`config.mk`:
```
export PLATFORM = sky130hd
export DESIGN_NAME = gcd_job_sequencer
export DESIGN_NICKNAME = d
export VERILOG_FILES = /design/src/rtl/gcd_job_sequencer_pkg.sv /design/src/rtl/gcd_job_sequencer.sv
export SDC_FILE = /design/constraint.sdc
export NUM_CORES = 1
export LEC_CHECK = 0
export ABC_AREA = 1
export CAP_MARGIN = 10
export CORE_MARGIN = 3
export CORE_UTILIZATION = 44
export CTS_BUF_LIST = sky130_fd_sc_hd__clkbuf_4
export DETAILED_ROUTE_END_ITERATION = 8
export PLACE_DENSITY = 0.86
export RECOVER_POWER = 50
export SLEW_MARGIN = 20
export SYNTH_ARGS = -nofsm -noshare
export SYNTH_HDL_FRONTEND = slang
export SYNTH_SLANG_ARGS = --single-unit
export TNS_END_PERCENT = 5
```
`constraint.sdc`:
```
create_clock -name clk -period 2.1 [get_ports clk]
set_input_delay 0.63 -clock clk [delete_from_list [all_inputs] [get_ports clk]]
set_output_delay 0.63 -clock clk [all_outputs]
set_load 0.05 [all_outputs]
```
`src/rtl/gcd_job_sequencer_pkg.sv`:
```
// Shared definitions for the GCD job sequencer: FSM state encoding and the
// default parameter values that must agree with the iterative GCD core.
package gcd_job_sequencer_pkg;

   // Operand/result width of the GCD core this sequencer drives.
   localparam int GCD_WIDTH = 8;

   // Default number of WAIT cycles before a job is declared hung.
   localparam int DEFAULT_TIMEOUT = 255;

   // Default width of the WAIT-cycle counter (must exceed TIMEOUT-1).
   localparam int DEFAULT_CNT_W = 8;

   // Job sequencing states; encodings are fixed so the core-side logic
   // and debug tooling agree on what each value means.
   typedef enum logic [2:0] {
      S_IDLE = 3'd0,
      S_LOAD = 3'd1,
      S_ARM  = 3'd2,
      S_WAIT = 3'd3,
      S_DONE = 3'd4
   } state_e;

endpackage : gcd_job_sequencer_pkg

```
`src/rtl/gcd_job_sequencer.sv`:
```
// Initiator for an iterative GCD core. Takes operand pairs from a valid/ready
// channel, pulses load once per job, waits for TC (or gives up after TIMEOUT
// WAIT cycles), and hands the result to a valid/ready output channel. Jobs
// with a zero operand are answered locally without touching the core.
module gcd_job_sequencer
   import gcd_job_sequencer_pkg::*;
#(
   parameter int WIDTH   = GCD_WIDTH,
   parameter int TIMEOUT = DEFAULT_TIMEOUT,
   parameter int CNT_W   = DEFAULT_CNT_W
) (
   input  logic             clk,
   input  logic             async_reset,
   input  logic             in_valid,
   output logic             in_ready,
   input  logic [WIDTH-1:0] in_m,
   input  logic [WIDTH-1:0] in_n,
   output logic [WIDTH-1:0] M,
   output logic [WIDTH-1:0] N,
   output logic             load,
   input  logic [WIDTH-1:0] GCD,
   input  logic             TC,
   output logic             res_valid,
   input  logic             res_ready,
   output logic [WIDTH-1:0] res_gcd,
   output logic             res_timeout,
   output logic             busy
);

   // Counter value reached on the last WAIT cycle that may still see TC.
   localparam logic [CNT_W-1:0] CNT_LAST = CNT_W'(TIMEOUT - 1);

   state_e           state_q, state_d;
   logic [WIDTH-1:0] m_q, m_d;
   logic [WIDTH-1:0] n_q, n_d;
   logic [WIDTH-1:0] res_gcd_q, res_gcd_d;
   logic             res_timeout_q, res_timeout_d;
   logic             load_q, load_d;
   logic             res_valid_q, res_valid_d;
   logic             busy_q, busy_d;
   logic [CNT_W-1:0] cnt_q, cnt_d;

   // Next-state logic: job progression, operand capture, timeout counting and
   // result capture; registered outputs are decoded from the next state so
   // they line up with the state they describe.
   always_comb begin
      state_d       = state_q;
      m_d           = m_q;
      n_d           = n_q;
      res_gcd_d     = res_gcd_q;
      res_timeout_d = res_timeout_q;
      cnt_d         = cnt_q;

      case (state_q)
         S_IDLE: begin
            if (in_valid) begin
               m_d = in_m;
               n_d = in_n;
               if ((in_m == '0) || (in_n == '0)) begin
                  res_gcd_d     = in_m | in_n;
                  res_timeout_d = 1'b0;
                  state_d       = S_DONE;
               end else begin
                  state_d = S_LOAD;
               end
            end
         end
         S_LOAD: begin
            state_d = S_ARM;
         end
         S_ARM: begin
            cnt_d   = '0;
            state_d = S_WAIT;
         end
         S_WAIT: begin
            if (TC) begin
               res_gcd_d     = GCD;
               res_timeout_d = 1'b0;
               state_d       = S_DONE;
            end else if (cnt_q == CNT_LAST) begin
               res_gcd_d     = '0;
               res_timeout_d = 1'b1;
               state_d       = S_DONE;
            end else begin
               cnt_d = cnt_q + CNT_W'(1);
            end
         end
         S_DONE: begin
            if (res_ready) begin
               state_d = S_IDLE;
            end
         end
         default: begin
            state_d = S_IDLE;
         end
      endcase

      load_d      = (state_d == S_LOAD);
      res_valid_d = (state_d == S_DONE);
      busy_d      = (state_d != S_IDLE);
   end

   // All sequencer state, operand and result registers; reset drops any job.
   always_ff @(posedge clk or posedge async_reset) begin
      if (async_reset) begin
         state_q       <= S_IDLE;
         m_q           <= '0;
         n_q           <= '0;
         res_gcd_q     <= '0;
         res_timeout_q <= 1'b0;
         load_q        <= 1'b0;
         res_valid_q   <= 1'b0;
         busy_q        <= 1'b0;
         cnt_q         <= '0;
      end else begin
         state_q       <= state_d;
         m_q           <= m_d;
         n_q           <= n_d;
         res_gcd_q     <= res_gcd_d;
         res_timeout_q <= res_timeout_d;
         load_q        <= load_d;
         res_valid_q   <= res_valid_d;
         busy_q        <= busy_d;
         cnt_q         <= cnt_d;
      end
   end

   assign in_ready    = (state_q == S_IDLE);
   assign M           = m_q;
   assign N           = n_q;
   assign load        = load_q;
   assign res_valid   = res_valid_q;
   assign res_gcd     = res_gcd_q;
   assign res_timeout = res_timeout_q;
   assign busy        = busy_q;

endmodule : gcd_job_sequencer
```
==> key figures <==
Status
  – Status: completed

Global route
  – Vias in the first global route: 1679
  – Gr usage total: 0.1893
  – Initial antenna violation count: 0
  – First-pass GRT wire length: 7997 um
  – Largest net degree at the start of global routing: 40
  – Total gr overflow: 0

Timing
  – RSZ-0062 raised after global routing: false
  – Setup TNS Final: 0 ns
  – Worst-Margin Slew: 0.9408 ns
  – Period utilization: 0.9004
  – Minimum clock period: ~1.9 ns
  – Hold violation count in the final report: 0
  – Fin. max-slew vios: 0
  – Setup Viol. Count Final: 0
  – Slew HR: 0.3728
  – Fmax achieved: roughly 0.53 GHz
  – Clk_skew: 0.005955 ns

Floorplanning
  – Die Span X: 74.17 um
  – Io pins: a little under 60
  – Chip height: between 70 and 80 um
  – Core box area: 4414 um^2
  – Die area: about 5500 um^2
  – Num rows: 24
  – Starting Density: 0.4632

Worst setup path
  – Largest stage delay on the critical path: 0.43 ns
  – Critical path cell sequence: nor2_1 -> nand2_1 -> inv_2 -> buf_12
  – Critical path peak fanout: 4
  – WP data arrival: 1.26 ns
  – Crit end category: output port
  – Largest delay contributor family on the critical path: flip-flops
  – Buf+Inv Stages, Crit Path: 2
  – Crit-path slowest cell: dfrtp_1
  – Crit path kind: reg2out
  – CP required: 1.47 ns
  – Startpoint types: register
  – Reg2reg setup slack: 0.46 ns

Placed design
  – Port Buffers: 57
  – Routability Congestion: 0.8731
  – Placed inst area: 2624 um^2
  – Placed cell count: 360
  – DP HPWL: 3743 um

Drt
  – Routed Antenna Nets: 0
  – DRT iter0 DRCs: 122
  – First drt pass iteration count: 4
  – WL final: 4860 um
  – Drt wl/cell: roughly 13 um
  – Routed vias/inst: 4.940
  – DRC Markers: 0
  – Via count: 1818

Logic synthesis
  – Adder-cell area share of the yosys netlist: 0.01224
  – Sequential share of the synthesized area: 0.4774
  – Compound-gate portion of the synthesized area: 0.09608
  – Post-synthesis mux area share: 0
  – Synth Area in XOR/XNOR: 0
  – Synth warn: 0
  – Number of synthesized register bits: 39
  – Cells after Synth: 252
  – Synth cell types: 26
  – Mapped Area: 2044 um^2
  – Syn nets: 283
  – Simple-gate share of the synthesized area: 0.3293
  – Syn_area_per_cell: slightly above 8 um^2
  – Largest family of logic cells by synthesized area: simple AND/OR/NAND/NOR gates

Final layout
  – Area delta synth->final: 32.68%
  – Fin area: 2713 um^2
  – Share of cells above drive strength 1: 0.2152
  – Final net count: 346
  – Final Util: 0.6145
  – Fillers: 392
  – Layout Cells excl Fill: 368
  – Ant. Diodes: 0

Power and ir drop
  – Leakage: 1.407 nW
  – P per Cell Area: around 1600 nW/um^2
  – Max IR drop VDD: 0.8927 mV
  – Overall Power: 4.359 mW

Clocking
  – Clock Root Buffer: clkbuf_4
  – Htree depth: 2
  – Clk buf depth: 2
  – Clock Latency Late Sink: approximately 0.35 ns
  – Clock sinks: 39
  – CTS tree: built
  – TritonCTS Buffers: 5
  – Clock transition at path regs: 0.12 ns

Worst hold path
  – Worst min path class: reg2reg

Run
  – Max_cap viols: 0
repair_timing:
item | 4_1_cts | 5_1_grt
setup endpoints to repair | 0 | 1
setup buffers | 0 | 0
hold buffers | 0 | 0
resized for setup | 0 | 1
synthesized netlist by cell type:
| cell | n | share of area |
|---|---|---|
| nand2_1 | 74 | 0.14 |
| dfrtp_1 | 39 | 0.48 |
| inv_1 | 32 | 0.059 |
| nand3_1 | 27 | 0.066 |
| o21ai_0 | 23 | 0.056 |
| nor2_1 | 13 | 0.024 |
| nand2_2 | 9 | 0.028 |
| o21ai_2 | 7 | 0.030 |
| nand3_4 | 3 | 0.026 |
| a21oi_1 | 2 | 0.0049 |
| buf_2 | 2 | 0.0049 |
| ha_1 | 2 | 0.012 |
| inv_2 | 2 | 0.0037 |
| nand2_4 | 2 | 0.011 |
| nor2_2 | 2 | 0.0061 |
| o21ai_1 | 2 | 0.0049 |
| or2_2 | 2 | 0.0061 |
| buf_12 | 1 | 0.0098 |
| buf_4 | 1 | 0.0037 |
| clkbuf_1 | 1 | 0.0018 |
| clkbuf_2 | 1 | 0.0024 |
| nand3_2 | 1 | 0.0049 |
| nand3b_1 | 1 | 0.0037 |
| nand4_1 | 1 | 0.0031 |
| nor2_4 | 1 | 0.0055 |
| nor2_8 | 1 | 0.0098 |
worst min-delay path: cells and delay by family, from the launching register on:
| kind | cells | cell delay (ns) |
|---|---|---|
| DFF | 1 | 0.36 |
| and+or+nand+nor | 2 | 0.09 |
kinds of logic after synthesis:
group | after synthesis
buf+inv | 40
simple gates | 137
flops | 39
compound gates | 34
fa+ha+maj | 2
registers in the layout (all words and copies together) (netlist names), 3 cells and up:
signal,flops
M,8
N,8
cnt_q,8
res_gcd,8
state_q,3
metrics by stage:
stage | setup WS (ns) | hold WS [ns]
after global placement | 0.1175 | 0.4585
after global routing | 0.03336 | 0.5203
after CTS | 0.1346 | 0.4913
after detailed placement | 0.1058 | 0.4640
after floorplan | 0.5263 | 0.4946
final | 0.2091 | 0.4846
cell usage in the layout, fill, tap and decap left out, drive strengths merged:
cell type and count:
a21oi 2, buf 31, bufinv 2, clkbuf 9, clkdlybuf4s50 25, dfrtp 39
dlygate4sd3 3, ha 2, inv 34, nand2 85, nand3 31, nand3b 1
nand4 1, nor2 17, o21ai 32, or2 2
where the power goes:
| part | leakage [nW] | internal, mW | switching [mW] |
|---|---|---|---|
| clock network | 0.0559 | 0.384 | 0.252 |
| logic | 0.857 | 0.744 | 1.74 |
| registers | 0.495 | 1.05 | 0.193 |
final timing paths:
kind / from / depth (start not counted) / end
worst min register to register: res_gcd[2] / 2 / res_gcd[2]
worst min-delay path: res_gcd[2] / 2 / res_gcd[2]
worst max-delay path: state_q[1] / 4 / in_ready
worst max register to register: cnt_q[0] / 9 / cnt_q[2]
max in group asynchronous: async_reset / 3 / state_q[2]
min in group asynchronous: async_reset / 3 / res_gcd[3]
layer usage:
layer	GRT usage	wire (um)	share of wire	up-vias
met1	0.2566	2110	0.43	829
met5	0	0	0	-
met2	0.3051	2375	0.49	63
met4	0.05433	54	0.011	0
li1	-	-	-	920
met3	0.04189	319	0.066	6
area by class of cell:
class / instances / area, um^2 / share of cell area
clock inverter: 2 / 60.06 / 0.02214
multi-input combinational: 173 / 887.1 / 0.3270
sequential: 39 / 975.9 / 0.3598
timing repair buffer: 62 / 551.8 / 0.2034
clock buffer: 6 / 45.04 / 0.01661
inverter: 34 / 127.6 / 0.04705
tap: 52 / 65.06 / 0.02399
Power figures use the tool's default switching activity.
